$ cat config.mk
export PLATFORM = sky130hd
export DESIGN_NAME = fraction_result_collector
export DESIGN_NICKNAME = d
export VERILOG_FILES = /design/src/rtl/fraction_result_collector.sv
export SDC_FILE = /design/constraint.sdc
export NUM_CORES = 1
export LEC_CHECK = 0
export CORE_MARGIN = 1
export CORE_UTILIZATION = 45
export CTS_CLUSTER_SIZE = 20
export DETAILED_ROUTE_END_ITERATION = 6
export GPL_TIMING_DRIVEN = 1
export PLACE_DENSITY = 0.7
export SYNTH_ARGS = -nofsm -noshare
export SYNTH_HDL_FRONTEND = slang
export SYNTH_SLANG_ARGS = --single-unit
$ cat constraint.sdc
create_clock -name CLK -period 2.6 [get_ports CLK]
set_input_delay 0.52 -clock CLK [delete_from_list [all_inputs] [get_ports CLK]]
set_output_delay 0.52 -clock CLK [all_outputs]
set_load 0.05 [all_outputs]
$ cat src/rtl/fraction_result_collector.sv
// Queues reduced multiplier results on Done rise; one-edge capture latency, show-ahead valid/ready head.
// Full FIFO drops new captures and sets sticky Ovf; define FRAC_RESULT_ROUND_EN for round-half-up with saturation.
module fraction_result_collector #(
  parameter int DEPTH = 4,
  parameter int PW    = 7,
  parameter int RW    = 4
) (
  input  logic                       CLK,
  input  logic                       RST,
  input  logic                       Done,
  input  logic [PW-1:0]              Product,
  input  logic                       Res_Ready,
  input  logic                       Ovf_Clr,
  output logic                       Res_Valid,
  output logic [RW-1:0]              Res_Data,
  output logic [PW-1:0]              Res_Full,
  output logic [$clog2(DEPTH+1)-1:0] Count,
  output logic                       Ovf
);

  localparam int AW = $clog2(DEPTH);
  localparam int CW = $clog2(DEPTH+1);

  logic [RW-1:0] res_mem  [DEPTH];
  logic [PW-1:0] prod_mem [DEPTH];
  logic [AW-1:0] wr_ptr, rd_ptr;
  logic          done_q;
  logic          cap, pop, full, wr_en, drop;
  logic [RW-1:0] red;

  assign cap       = Done & ~done_q;
  assign Res_Valid = (Count != '0);
  assign pop       = Res_Valid & Res_Ready;
  assign full      = (Count == CW'(DEPTH));
  // A pop in the same cycle frees the slot, so a full FIFO still accepts the capture.
  assign wr_en     = cap & (~full | pop);
  assign drop      = cap & full & ~pop;

`ifdef FRAC_RESULT_ROUND_EN
  logic [RW-1:0] t;
  always_comb begin
    t   = Product[PW-1:PW-RW] + RW'(Product[PW-RW-1]);
    red = t;
    // Only a positive value can round past the top of the range.
    if (!Product[PW-1] && t[RW-1])
      red = {1'b0, {(RW-1){1'b1}}};
  end
`else
  always_comb begin
    red = Product[PW-1:PW-RW];
  end
`endif

  always_ff @(posedge CLK or posedge RST) begin
    if (RST) begin
      done_q <= 1'b1;
      wr_ptr <= '0;
      rd_ptr <= '0;
      Count  <= '0;
      Ovf    <= 1'b0;
    end else begin
      done_q <= Done;
      if (wr_en)
        wr_ptr <= wr_ptr + AW'(1);
      if (pop)
        rd_ptr <= rd_ptr + AW'(1);
      if (wr_en && !pop)
        Count <= Count + CW'(1);
      else if (pop && !wr_en)
        Count <= Count - CW'(1);
      if (drop)
        Ovf <= 1'b1;
      else if (Ovf_Clr)
        Ovf <= 1'b0;
    end
  end

  always_ff @(posedge CLK) begin
    if (wr_en) begin
      res_mem[wr_ptr]  <= red;
      prod_mem[wr_ptr] <= Product;
    end
  end

  assign Res_Data = res_mem[rd_ptr];
  assign Res_Full = prod_mem[rd_ptr];

endmodule

==> impl_metrics.py, run 1 <==
metrics = {
    "status": {
        "run_status": "finished clean",
    },
    "synth": {
        "synthXorXnorAreaFrac_pct": 3.406,
        "synth.mux.area_fraction_pct": 11.92,
        "synth.ff_latch_count": 37,
        "area_share_of_fa_ha_maj_cells_after_synthesis_pct": 5.353,
        "yosysTopAreaCellShare_pct": 54.50,
        "average_size_of_a_mapped_cell_um2": 19.05,
        "synth_top_family_by_area": "multiplexers",
        "edff_count_synth": 28,
        "synthesis.nets": 99,
        "basic_gate_share_of_the_synthesized_area_counting_and_or_nand_and_nor_cells_pct": 6.083,
        "synthArstFlopShare_pct": 24.32,
        "syn_area_um2": 1543,
        "post_synthesis_compound_gate_area_fraction_pct": 0.3244,
        "synth-seq-area-share_pct": 69.18,
        "most_repeated_cell_in_the_gate_level_netlist_after_synthesis": "sky130_fd_sc_hd__edfxtp_1",
        "yosys_warnings": 0,
        "netlist.top_cell.by_area": "sky130_fd_sc_hd__edfxtp_1",
        "yosys-top-cells-area": "sky130_fd_sc_hd__edfxtp_1 (55%), sky130_fd_sc_hd__dfrtp_1 (13%), sky130_fd_sc_hd__mux4_2 (10%), sky130_fd_sc_hd__ha_1 (4.1%), sky130_fd_sc_hd__xnor2_1 (2.3%)",
        "most_used_standard_cells_in_the_synthesized_netlist": "sky130_fd_sc_hd__edfxtp_1 (28), sky130_fd_sc_hd__dfrtp_1 (8), sky130_fd_sc_hd__mux4_2 (7), sky130_fd_sc_hd__ha_1 (5), sky130_fd_sc_hd__inv_1 (5)",
        "netlist-cell-type-count": 23,
        "synth_top_flop_cell": "sky130_fd_sc_hd__edfxtp_1",
        "synthesis.instances": 81,
    },
    "drt": {
        "ant_nets": 0,
        "route.detailed.wl_per_inst_um": 15.01,
        "vias": 756,
        "routed_wirelength_um": 2327,
        "firstDrtPassIters": 3,
        "detail_route.iter0.violations": 11,
        "route.detailed.drc": 0,
        "vias_per_cell": 4.877,
    },
    "worst_setup_path": {
        "critical_path_arrival_ps": 1950,
        "r2r.worst_path.cells": 8,
        "cp-end-kind": "primary output",
        "r2r-start": "Count[1]$_DFFE_PP0P_",
        "path_class": "reg -> out",
        "critPathRequiredTime_ps": 2080,
        "rrSetupSlack_ps": 470,
        "worst_r2r_endpoint": "Count[2]$_DFFE_PP0P_",
        "worstPathMaxFanout": 5,
        "worst_setup_path_start_kind": "flip-flop",
    },
    "pwr": {
        "power.internal_mw": 1.266,
        "p_sw_share_pct": 43.63,
        "total_power_mw": 2.245,
        "cellLeakagePower_nw": 0.6813,
        "clk_pwr_share_pct": 12.2,
        "power.combinational.fraction_pct": 48.5,
        "net-switching-power_mw": 0.9797,
        "ir_drop_mv": 0.5032,
        "p_per_area_nw_per_um2": 1208,
        "seq_power_share_pct": 39.4,
    },
    "placed_design": {
        "place.port_buffers": 27,
        "placedCellCount": 147,
        "post_dp_hpwl_um": 1672,
        "gp_congestion": 0.6839,
        "placement.cell_area_um2": 1809,
    },
    "sta": {
        "final_worst_clock_skew_ps": 10.51,
        "setup-violations-final": 0,
        "layout_min_cycle_time_ps": 2465,
        "period_share_pct": 94.82,
        "grt_setup_unrepaired": "no",
        "timing.final.max_slew_violations": 0,
        "final_hold_viol_count": 0,
        "headroom_to_the_max_slew_limit_pct": 63.96,
        "worst_slew_pin_tran_ps": 540.7,
        "clock.fmax_ghz": 0.4056,
        "fin_setup_tns_ps": 0,
    },
    "grt": {
        "overflow": 0,
        "grt_resource_usage_total_pct": 15.49,
        "number_of_global_route_vias_before_repair": 778,
        "grt_first_pass_wirelength_um": 3815,
        "grt_antenna_before_repair": 0,
        "grt_start_max_net_pins": 12,
    },
    "flow_run": {
        "maxCapViolCount": 0,
    },
    "clocking": {
        "clk-insertion-delay-late_ps": 330,
        "tritoncts_clock_tree": "built",
        "clock_sink_count": 37,
        "clk_transition_reported_paths_ps": 90,
        "clockBufferDepth": 2,
        "numCtsBuffers": 5,
        "cts_resized": 0,
        "cts.hold.buffers_added": 0,
        "cts_root_buf": "sky130_fd_sc_hd__clkbuf_4",
        "postCtsSetupRepairBufs": 0,
        "htree_levels": 2,
    },
    "cells_and_area": {
        "nNetsFinal": 128,
        "nFillCells": 271,
        "diodes": 0,
        "synthToLayoutAreaGrowth_pct": 20.44,
        "layout_cell_share_with_drive_strength_beyond_1_pct": 26.13,
        "stdcell_area_um2": 1858,
        "fin_util_pct": 58.93,
        "layoutNonFillerInstCount": 155,
    },
    "die": {
        "die_x_um": 60.55,
        "io_pins": 28,
        "core_area_um2": 3153,
        "die_area_um2": 3666,
        "floorplan.initialDensity_pct": 48.93,
        "fp-row-count": 20,
        "die_h_um": 60.55,
    },
    "min_path": {
        "min-delay-path-class": "in -> async",
    },
}
==> layer usage <==
| layer | track usage (%) | wire, um | vias up |
|---|---|---|---|
| met2 | 25.43 | 1210 | 22 |
| met5 | 0 | 0 | - |
| met1 | 18.23 | 941 | 378 |
| met4 | 6.818 | 45 | 0 |
| li1 | - | - | 351 |
| met3 | 5.970 | 130 | 5 |
==> critical path: stages (launching register included) <==
cell and delay (ps):
sky130_fd_sc_hd__dfrtp_1 480, sky130_fd_sc_hd__or3_1 420, sky130_fd_sc_hd__clkdlybuf4s50_1 720
==> registers in the layout, summed over array words and instances, names as in the netlist <==
signal / flops
prod_mem: 25
Count: 3
res_mem: 3
rd_ptr: 2
wr_ptr: 2
Ovf: 1
done_q: 1
==> power groups by stage <==
stage	Clock (mW)	Sequential (mW)	Combinational, mW
2_1_floorplan	0	0.909	0.822
3_3_place_gp	0	0.894	1.07
3_5_place_dp	0	0.903	1.10
4_1_cts	0.283	0.890	1.10
5_1_grt	0.307	0.908	1.16
6_report	0.273	0.884	1.09
==> final cells by class <==
cell class	count	area, um2	share of cell area (%)
clock buffers	7	45.04	2.424
clock inverters	1	3.754	0.2020
multi-input cells	33	417.9	22.49
flip-flops and latches	37	1067	57.44
well taps	44	55.05	2.963
repair buffers	28	250.2	13.47
inverters	5	18.77	1.010
==> placed cells by master (no fill, tap or decap) <==
cell	instances
sky130_fd_sc_hd__nor2_1	1
sky130_fd_sc_hd__nor4b_4	1
sky130_fd_sc_hd__clkdlybuf4s50_1	16
sky130_fd_sc_hd__o21ai_0	1
sky130_fd_sc_hd__clkbuf_4	5
sky130_fd_sc_hd__ha_1	5
sky130_fd_sc_hd__fa_1	1
sky130_fd_sc_hd__nand2_1	1
sky130_fd_sc_hd__inv_1	5
sky130_fd_sc_hd__dfstp_2	1
sky130_fd_sc_hd__mux2_2	1
sky130_fd_sc_hd__clkbuf_1	2
sky130_fd_sc_hd__dfrtp_1	8
sky130_fd_sc_hd__edfxtp_1	28
sky130_fd_sc_hd__xor2_1	2
sky130_fd_sc_hd__and2_1	4
sky130_fd_sc_hd__or3_1	1
sky130_fd_sc_hd__nor3b_4	1
sky130_fd_sc_hd__nand3b_1	1
sky130_fd_sc_hd__buf_4	12
sky130_fd_sc_hd__clkinv_1	1
sky130_fd_sc_hd__xnor2_1	4
sky130_fd_sc_hd__mux4_2	7
sky130_fd_sc_hd__mux2_4	1
sky130_fd_sc_hd__nand3_1	1
==> cells by family after synthesis <==
logic type / count (synthesis)
flip-flops: 37
buffers and inverters: 11
AND/OR/NAND/NOR: 11
multiplexers: 9
XOR/XNOR: 6
adder cells (fa/ha/maj): 6
AO/OA/AOI/OAI: 1
==> per-stage QoR <==
| step | setup slack (ps) | hold WS, ps |
|---|---|---|
| 2_1_floorplan | 66.80 | 347.2 |
| 3_3_place_gp | 167.4 | 505.3 |
| 3_5_place_dp | 79.55 | 516.5 |
| 4_1_cts | 120.0 | 436.2 |
| 5_1_grt | 65.55 | 477.7 |
| 6_report | 134.7 | 441.2 |
==> worst max path at each step <==
stage | to | cells after the start | start
final | Res_Valid | 2 | Count[1]$_DFFE_PP0P_
after floorplan | Count[2]$_DFFE_PP0P_ | 8 | Count[1]$_DFFE_PP0P_
after global placement | Count[1]$_DFFE_PP0P_ | 7 | Res_Ready
after CTS | Res_Valid | 2 | Count[1]$_DFFE_PP0P_
after detailed placement | Count[1]$_DFFE_PP0P_ | 7 | Res_Ready
after global routing | Res_Valid | 2 | Count[1]$_DFFE_PP0P_
(Power assumes the default switching activity.)
==> inputs of run 2 (changes only) <==
==> constraint.sdc (replaced) <==
create_clock -name CLK -period 2.8 [get_ports CLK]
set_input_delay 0.56 -clock CLK [delete_from_list [all_inputs] [get_ports CLK]]
set_output_delay 0.56 -clock CLK [all_outputs]
set_load 0.05 [all_outputs]
==> impl_metrics.py, run 2 (synthesized netlist as in run 1, its figures left out) <==
metrics = {
    "status": {
        "run_status": "finished clean",
    },
    "clocking": {
        "clockBufferDepth": 2,
        "htree_levels": 2,
        "clk_transition_reported_paths_ps": 110,
        "postCtsSetupRepairBufs": 0,
        "numCtsBuffers": 5,
        "cts.hold.buffers_added": 0,
        "clock_sink_count": 37,
        "cts_root_buf": "sky130_fd_sc_hd__clkbuf_4",
        "tritoncts_clock_tree": "built",
        "clk-insertion-delay-late_ps": 340,
    },
    "sta": {
        "worst_slew_pin_tran_ps": 501.5,
        "fin_ws_ps": 275.1,
        "final_hold_viol_count": 0,
        "fin_setup_tns_ps": 0,
        "period_share_pct": 90.17,
        "layout_min_cycle_time_ps": 2525,
        "clock.fmax_ghz": 0.3961,
        "setup-violations-final": 0,
        "final_worst_clock_skew_ps": 10.35,
        "timing.final.max_slew_violations": 0,
        "headroom_to_the_max_slew_limit_pct": 66.46,
        "grt_setup_unrepaired": "no",
        "finalHoldWorstSlack_ps": 456.6,
    },
    "die": {
        "io_pins": 28,
        "die_area_um2": 3666,
        "fp-row-count": 20,
        "floorplan.initialDensity_pct": 48.93,
        "core_area_um2": 3153,
        "die_x_um": 60.55,
        "die_h_um": 60.55,
    },
    "flow_run": {
        "maxCapViolCount": 0,
    },
    "cells_and_area": {
        "nFillCells": 263,
        "layoutNonFillerInstCount": 156,
        "layout_cell_share_with_drive_strength_beyond_1_pct": 19.64,
        "stdcell_area_um2": 1952,
        "multi_input_area_um2": 417.9,
        "mostFrequentLayoutCells": "sky130_fd_sc_hd__edfxtp_1 (28), sky130_fd_sc_hd__clkdlybuf4s50_1 (16), sky130_fd_sc_hd__dfrtp_1 (8), sky130_fd_sc_hd__mux4_2 (7), sky130_fd_sc_hd__dlygate4sd2_1 (6)",
        "biggestRegsByFlops": "prod_mem (25), Count (3), res_mem (3)",
        "nNetsFinal": 129,
        "max_flop_register": "prod_mem",
        "diodes": 0,
        "final-seq-area_um2": 1067,
        "synthToLayoutAreaGrowth_pct": 26.52,
        "largest_register_ffs": 25,
        "most_common_library_cell_in_the_layout_ignoring_fill_and_taps": "sky130_fd_sc_hd__edfxtp_1",
    },
    "drt": {
        "detail_route.iter0.violations": 14,
        "ant_nets": 0,
        "route.detailed.wl_per_inst_um": 14.87,
        "routed_wirelength_um": 2319,
        "route.detailed.drc": 0,
        "vias": 766,
        "firstDrtPassIters": 4,
        "vias_per_cell": 4.910,
    },
    "pwr": {
        "power.combinational.fraction_pct": 45.5,
        "p_per_area_nw_per_um2": 1167,
        "ir_drop_mv": 0.4810,
        "p_sw_share_pct": 40.45,
        "seq_power_share_pct": 34.7,
        "clk_pwr_share_pct": 19.8,
        "net-switching-power_mw": 0.9214,
        "cellLeakagePower_nw": 0.7583,
        "power.internal_mw": 1.357,
    },
    "grt": {
        "grt_start_max_net_pins": 13,
        "grt_resource_usage_total_pct": 15.20,
        "number_of_global_route_vias_before_repair": 756,
        "overflow": 0,
        "grt_antenna_before_repair": 0,
        "grt_first_pass_wirelength_um": 3677,
    },
    "placed_design": {
        "dp_worst_setup_slack_ps": 271.1,
        "placedCellCount": 148,
        "post_dp_hpwl_um": 1623,
        "placement.cell_area_um2": 1844,
        "place.port_buffers": 27,
        "gp_congestion": 0.6823,
    },
    "worst_setup_path": {
        "worstPathMaxFanout": 5,
        "critPathRequiredTime_ps": 2240,
        "critical_path_arrival_ps": 1960,
        "rrSetupSlack_ps": 700,
        "worst_setup_path_start_kind": "flip-flop",
        "r2r.worst_path.cells": 8,
        "cp-end-kind": "primary output",
        "path_class": "reg -> out",
    },
    "min_path": {
        "min-delay-path-class": "in -> async",
    },
}
-- run 2: metal layers --
layer	global-route usage, %	wire, um
met1	18.59	967
met4	7.792	46
met5	0	0
met3	5.757	137
met2	23.70	1167
-- run 2: worst paths after layout --
kind,to,startpoint
worst max-delay path,Res_Valid,Count[1]$_DFFE_PP0P_
worst min-delay path,rd_ptr[1]$_DFFE_PP0N_,RST
worst max register to register,Count[2]$_DFFE_PP0P_,Count[1]$_DFFE_PP0P_
worst min register to register,rd_ptr[0]$_DFFE_PP0N_,rd_ptr[0]$_DFFE_PP0N_
max in group asynchronous,done_q$_DFF_PP1_,RST
min in group CLK,rd_ptr[0]$_DFFE_PP0N_,rd_ptr[0]$_DFFE_PP0N_
-- run 2: layout make-up --
type / instances / area share (%)
timing repair buffer: 29 / 14.87
multi-input combinational: 33 / 21.41
tap: 44 / 2.821
sequential: 37 / 54.68
clock inverter: 3 / 3.333
clock buffer: 5 / 1.923
inverter: 5 / 0.9615
-- run 2: power groups by stage --
stage | Combinational, mW | Clock [mW] | Sequential [mW]
after floorplan | 0.763 | 0 | 0.844
after global placement | 1.07 | 0 | 0.800
after detailed placement | 1.09 | 0 | 0.803
after CTS | 1.06 | 0.462 | 0.792
after global routing | 1.10 | 0.482 | 0.808
final | 1.04 | 0.452 | 0.790
-- run 2: per-stage QoR --
| stage | util (%) | power, mW |
|---|---|---|
| after floorplan | - | 1.608 |
| after global placement | 58.49 | 1.872 |
| after detailed placement | 58.49 | 1.896 |
| after CTS | 61.51 | 2.310 |
| after global routing | 61.90 | 2.392 |
| final | 61.90 | 2.278 |
-- run 2: critical path: stages (launching register included) --
cell                              delay, ps
sky130_fd_sc_hd__dfrtp_1                480
sky130_fd_sc_hd__or3_1                  420
sky130_fd_sc_hd__clkdlybuf4s50_1        720
-- run 2: timing repair --
item | 4_1_cts | 5_1_grt
setup endpoints to repair | 7 | 5
resized for setup | 6 | 5
hold endpoints to repair | 0 | 0
pin swaps | 0 | 0
